[src/rtl/dcache_2way_ctrl_pkg.sv]
// Shared definitions for the 2-way data-cache sequencer.
// - state_e      : controller states (IDLE, WB, FILL, REFILL)
// - VALID_BIT /
//   DIRTY_BIT    : field positions inside the 25-bit tag word {valid, dirty, tag[22:0]}
// - WAY0/WAY1/MISS : encodings of the tag comparator's hit_way result
// - pick_victim  : replacement choice (an invalid way first, otherwise the LRU way)
package dcache_2way_ctrl_pkg;

  typedef enum logic [1:0] {
    ST_IDLE   = 2'd0,
    ST_WB     = 2'd1,
    ST_FILL   = 2'd2,
    ST_REFILL = 2'd3
  } state_e;

  localparam int VALID_BIT = 24;
  localparam int DIRTY_BIT = 23;

  localparam logic [1:0] WAY0 = 2'b00;
  localparam logic [1:0] WAY1 = 2'b01;
  localparam logic [1:0] MISS = 2'b10;

  // Fill an empty way before evicting anything; only fall back to LRU when both are valid.
  function automatic logic pick_victim(input logic v0, input logic v1, input logic lru);
    if (!v0)      return 1'b0;
    else if (!v1) return 1'b1;
    else          return lru;
  endfunction

endpackage

[src/rtl/dcache_2way_ctrl.sv]
// Miss-handling sequencer for a 2-way set-associative data cache sitting
// between the MEM stage and data memory.
// Ports:
//   clk_i, rst_i        clock, asynchronous active-low reset
//   cpu_req_i/we_i/addr_i  MEM-stage access (addr = {tag, index, offset})
//   cpu_stall_o         hold the pipeline until the access completes
//   tag0_i, tag1_i      tag words of both ways at the current index
//   hit_way_i           comparator result (WAY0, WAY1, MISS)
//   sram_we_o/way_o/tag_o/fill_o  tag+data SRAM write port control
//   mem_req_o/we_o/addr_o, mem_ack_i  line-granular memory handshake
// Hits complete in the same cycle. A miss picks a victim, writes it back
// when dirty, fetches the line, writes it into the SRAM, then returns to
// IDLE where the still-presented access replays as a hit.
module dcache_2way_ctrl
  import dcache_2way_ctrl_pkg::*;
#(
  parameter int SETS  = 16,
  parameter int TAG_W = 23,
  parameter int OFF_W = 5
) (
  input  logic             clk_i,
  input  logic             rst_i,
  input  logic             cpu_req_i,
  input  logic             cpu_we_i,
  input  logic [31:0]      cpu_addr_i,
  output logic             cpu_stall_o,
  input  logic [TAG_W+1:0] tag0_i,
  input  logic [TAG_W+1:0] tag1_i,
  input  logic [1:0]       hit_way_i,
  output logic             sram_we_o,
  output logic             sram_way_o,
  output logic [TAG_W+1:0] sram_tag_o,
  output logic             sram_fill_o,
  output logic             mem_req_o,
  output logic             mem_we_o,
  output logic [31:0]      mem_addr_o,
  input  logic             mem_ack_i
);

  localparam int IDX_W = $clog2(SETS);

  state_e            state_q;
  logic              victim_q;
  logic [SETS-1:0]   lru_q;       // per set: the way to evict next
  logic              mem_req_q;
  logic              mem_we_q;
  logic [31:0]       mem_addr_q;

  logic [TAG_W-1:0]  cpu_tag;
  logic [IDX_W-1:0]  cpu_idx;
  logic              is_hit;
  logic              hit_way;
  logic              victim_sel;
  logic [TAG_W+1:0]  vic_word;
  logic              vic_dirty;
  logic              addr_off_unused;

  function automatic logic [31:0] line_addr(input logic [TAG_W-1:0] t, input logic [IDX_W-1:0] i);
    return {t, i, {OFF_W{1'b0}}};
  endfunction

  assign cpu_tag         = cpu_addr_i[31 -: TAG_W];
  assign cpu_idx         = cpu_addr_i[OFF_W +: IDX_W];
  assign addr_off_unused = ^cpu_addr_i[OFF_W-1:0];

  // Any encoding other than WAY0/WAY1 is treated as a miss.
  assign is_hit     = (hit_way_i == WAY0) || (hit_way_i == WAY1);
  assign hit_way    = hit_way_i[0];
  assign victim_sel = pick_victim(tag0_i[VALID_BIT], tag1_i[VALID_BIT], lru_q[cpu_idx]);
  assign vic_word   = victim_sel ? tag1_i : tag0_i;
  assign vic_dirty  = vic_word[VALID_BIT] & vic_word[DIRTY_BIT];

  always_ff @(posedge clk_i or negedge rst_i) begin
    if (!rst_i) begin
      state_q    <= ST_IDLE;
      victim_q   <= 1'b0;
      lru_q      <= '0;
      mem_req_q  <= 1'b0;
      mem_we_q   <= 1'b0;
      mem_addr_q <= '0;
    end else begin
      case (state_q)
        ST_IDLE: begin
          if (cpu_req_i) begin
            if (is_hit) begin
              lru_q[cpu_idx] <= ~hit_way;
            end else begin
              // Victim and writeback address are captured here so the later
              // states do not depend on the tag SRAM outputs.
              victim_q  <= victim_sel;
              mem_req_q <= 1'b1;
              if (vic_dirty) begin
                state_q    <= ST_WB;
                mem_we_q   <= 1'b1;
                mem_addr_q <= line_addr(vic_word[TAG_W-1:0], cpu_idx);
              end else begin
                state_q    <= ST_FILL;
                mem_we_q   <= 1'b0;
                mem_addr_q <= line_addr(cpu_tag, cpu_idx);
              end
            end
          end
        end
        ST_WB: begin
          // The request stays up across WB -> FILL; only the direction and address change.
          if (mem_ack_i) begin
            state_q    <= ST_FILL;
            mem_we_q   <= 1'b0;
            mem_addr_q <= line_addr(cpu_tag, cpu_idx);
          end
        end
        ST_FILL: begin
          if (mem_ack_i) begin
            state_q    <= ST_REFILL;
            mem_req_q  <= 1'b0;
            mem_addr_q <= '0;
          end
        end
        ST_REFILL: begin
          lru_q[cpu_idx] <= ~victim_q;
          state_q        <= ST_IDLE;
        end
        default: state_q <= ST_IDLE;
      endcase
    end
  end

  // SRAM strobes and stall must react in the hit cycle, so they decode state and inputs directly.
  always_comb begin
    cpu_stall_o = 1'b0;
    sram_we_o   = 1'b0;
    sram_way_o  = 1'b0;
    sram_tag_o  = '0;
    sram_fill_o = 1'b0;
    case (state_q)
      ST_IDLE: begin
        if (cpu_req_i) begin
          cpu_stall_o = !is_hit;
          if (is_hit && cpu_we_i) begin
            sram_we_o  = 1'b1;
            sram_way_o = hit_way;
            sram_tag_o = {1'b1, 1'b1, cpu_tag};
          end
        end
      end
      ST_WB: begin
        cpu_stall_o = 1'b1;
        sram_way_o  = victim_q;
      end
      ST_FILL: begin
        cpu_stall_o = 1'b1;
      end
      ST_REFILL: begin
        cpu_stall_o = 1'b1;
        sram_we_o   = 1'b1;
        sram_fill_o = 1'b1;
        sram_way_o  = victim_q;
        sram_tag_o  = {1'b1, 1'b0, cpu_tag};
      end
      default: ;
    endcase
  end

  assign mem_req_o  = mem_req_q;
  assign mem_we_o   = mem_we_q;
  assign mem_addr_o = mem_addr_q;

endmodule

[config.mk]
export PLATFORM = sky130hd
export DESIGN_NAME = dcache_2way_ctrl
export DESIGN_NICKNAME = d
export VERILOG_FILES = /design/src/rtl/dcache_2way_ctrl_pkg.sv /design/src/rtl/dcache_2way_ctrl.sv
export SDC_FILE = /design/constraint.sdc
export NUM_CORES = 1
export LEC_CHECK = 0
export ABC_AREA = 1
export CORE_ASPECT_RATIO = 1.5
export CORE_MARGIN = 2
export CORE_UTILIZATION = 44
export DETAILED_ROUTE_END_ITERATION = 7
export PLACE_DENSITY = 0.82
export SYNTH_ARGS = -nofsm -noshare
export SYNTH_HDL_FRONTEND = slang
export SYNTH_SLANG_ARGS = --single-unit
[constraint.sdc]
create_clock -name clk_i -period 2.4 [get_ports clk_i]
set_input_delay 0.24 -clock clk_i [delete_from_list [all_inputs] [get_ports clk_i]]
set_output_delay 0.24 -clock clk_i [all_outputs]
set_load 0.1 [all_outputs]
==> key figures, run 1 <==
Run status
  – Status: finished with violations
  – Failing checks: negative hold slack

Finish
  – Nets: 779
  – Synth-to-layout area growth: 58.4%
  – Number of diodes: 0
  – Ratio of cells with drive above 1 in the final layout: between 20% and 30%
  – Utilization after layout: 71.7%
  – Commonest non-fill, non-tap cell in the layout: nand2_1
  – Most frequent cells in the layout: 146 x nand2_1, 82 x clkdlybuf4s50_1, 79 x inv_1

Die
  – Die Wd: 77.9 um
  – Rows: 40
  – Die span in y: roughly 110 um
  – Total die area: ~0.009 mm^2
  – Top-level I/O count: around 150
  – Core region area: just under 0.008 mm^2
  – Starting density of the core: 45.3%

Critical path
  – CP Launch Type: flop
  – Critical path depth: 10
  – Max FO, Critical Path: 12
  – Largest stage delay on the critical path: ~0.42 ns
  – RR Startpoint: state_q[0]
  – Cell Chain, Critical Path: inv_2 -> ha_4 -> inv_4 -> nor3_4 -> nand2_2 -> inv_2 -> o21ai_4 -> clkbuf_16 -> nor2_4 -> buf_12
  – Crit end category: output pin
  – RR Endpoint: mem_addr_o[29]
  – CP Buf/Inv Count: 5
  – Required time of the critical path: 2.16 ns
  – R2r worst-path depth: 8
  – Crit path max-delay cell type: dfrtp_1
  – Setup CP Type: flop to output pin
  – CP dominant cell by count: inv_2
  – Flop2flop setup slack: between 0.3 and 0.4 ns
  – Delay-heaviest family, CP: buffers and inverters
  – CP arrival: 2.08 ns

Clocking
  – Clock H-tree levels: 2
  – CTS hold repair buffers: 0
  – CTS sink cnt: 48
  – Clk buf depth: 2
  – Post-CTS setup buffers: 0
  – CTS Buf Count: 5
  – TritonCTS clock tree: yes
  – Clk Latency, worst-skew pair: approximately 0.30 ns
  – Clock transition at path regs: 0.07 ns
  – CTS root buf: clkbuf_16

Global route
  – Vias in the first global route: about 4200
  – Largest net degree at the start of global routing: 32
  – Initial antenna violation count: 0
  – Overflow after GRT: 0
  – First-pass GRT wire length: approximately 19 mm
  – Gr usage total: between 20 and 30%

Logic synthesis
  – Sequential-to-total area share from yosys stat: between 30% and 40%
  – Yosys reg bits: 48
  – Yosys warns: 0
  – Cells after Synth: around 540
  – Yosys cell types: 29
  – Synth area leader: dfrtp_1
  – Post-synthesis async set-or-reset flop share: between 90% and 100%
  – Post-synth EDFFs: 0
  – Primary FF master, synth: dfrtp_1
  – Synth area leaders: dfrtp_1 33%, nand2_1 15%, inv_1 8.8%
  – Avg Synthesized Cell Area: about 6.6 um^2
  – Synthesized area: 0.00360 mm^2
  – Top cell type's share of synthesized area: 33.4%

Timing
  – Final Cycle Share: 96.7%
  – Layout Skew: approximately 0.0054 ns
  – Period minus WS final: about 2.3 ns
  – Fin. Hold Viols: 3
  – PnR worst setup slack: 0.0794 ns
  – Min Hold Slack: -0.00430 ns
  – Slew headroom: between 20% and 30%
  – Max Freq: 431 MHz
  – Worst slew pin tran: ~1.1 ns
  – RSZ-0062 raised after global routing: no
  – Setup violations, final: 0
  – Setup TNS: 0 ns
  – Slew Viols, Final: 0

Detailed routing
  – Final ANT Viol Nets: 0
  – Number of DRC markers in iteration 0: ~230
  – WL/cell: 15.2 um
  – DRC viols: 0
  – Final wirelength: 12.0 mm
  – DRT Pass-1 Iters: 4
  – Via count: roughly 4000
  – Vias/cell: slightly above 5

Place
  – Buffers on Ports: between 100 and 150
  – Routability congestion estimate: around 0.97
  – Pre-CTS setup slack: -0.00946 ns
  – DP HPWL: just over 9 mm

Worst hold path
  – Worst Hold Class: input pin to async pin

Job
  – Maxcap violations: 0
-- sequential cells by signal, indices dropped and copies added (netlist names) --
signal and cells:
victim_q 1, mem_req_o 1, state_q 2, mem_we_o 1
lru_q 16, mem_addr_o 27
-- cells in the mapped netlist (2+ instances only) --
cell type / count
o21ai_1: 2
nand3_2: 2
o21ai_0: 4
nand3_1: 62
nand2_1: 147
buf_6: 8
inv_2: 4
mux2i_1: 16
nor2_1: 62
dfrtp_1: 48
nor3_1: 2
inv_1: 84
a21oi_1: 44
a21oi_2: 7
buf_2: 3
nand2_4: 3
nand4_1: 4
buf_4: 8
nor2_4: 3
clkbuf_1: 12
nand2_2: 7
ha_1: 4
o22ai_1: 2
-- stage by stage --
step | instance area [um^2] | cells
2_1_floorplan | 3760 | 548
3_3_place_gp | 5460 | 783
3_5_place_dp | 5460 | 783
4_1_cts | 5650 | 791
5_1_grt | 5700 | 792
6_report | 5700 | 792
-- final cells by class --
| class | instances | area (um^2) |
|---|---|---|
| multi-input combinational | 381 | 2050 |
| tap | 105 | 131 |
| fill | 611 | 2250 |
| sequential | 48 | 1200 |
| timing repair buffer | 162 | 1810 |
| clock buffer | 5 | 125 |
| clock inverter | 3 | 46.3 |
| inverter | 88 | 337 |
-- layer usage --
layer  GRT usage [%]  routed length, um
met4            14.4                410
met3            6.91                925
met5               0                  0
met2            50.9               6540
met1            27.5               4160
-- kinds of logic (layout without fill, tap and decap cells) --
kind of cell,Yosys count,in the layout,share of synthesized area [%]
buffers and inverters,119,258,15.0
and+or+nand+nor,293,293,35.3
muxes,16,16,4.45
other,1,5,0.104
adders and majority gates,4,4,1.39
AOI/OAI and AO/OA,63,63,10.4
DFF,48,48,33.4
-- worst max-delay path by stage --
stage	startpoint	endpoint	slack [ns]
6_report	state_q[0]	sram_tag_o[12]	0.08
5_1_grt	state_q[0]	sram_tag_o[12]	0.006
4_1_cts	state_q[1]	sram_we_o	0.002
3_5_place_dp	cpu_addr_i[5]	state_q[1]	-0.009
3_3_place_gp	cpu_addr_i[5]	state_q[1]	0.03
2_1_floorplan	state_q[0]	sram_tag_o[10]	-0.36
-- worst register-to-register path: cells and delay by family (launching register included) --
kind | cells | cell delay (ns)
AOI/OAI and AO/OA | 3 | 0.66
DFF | 1 | 0.42
and+or+nand+nor | 1 | 0.06
buffers and inverters | 3 | 0.63
adders and majority gates | 1 | 0.23
-- timing repair --
item | in CTS | in global routing
gates cloned | 0 | 1
gates resized for setup | 8 | 7
setup endpoints to repair | 26 | 25
Power of run 1 is left out: the tool's default activity adds up to more than one toggle a clock period on the data nets, which glitch-free logic cannot reach.
==> run 2: changes to the inputs <==
- CTS_CLUSTER_SIZE: not set -> 28
==> results of run 2 <==
No change in the layout: final DEF, timing and power equal those of run 1.
Power of run 2 is left out for the same reason.
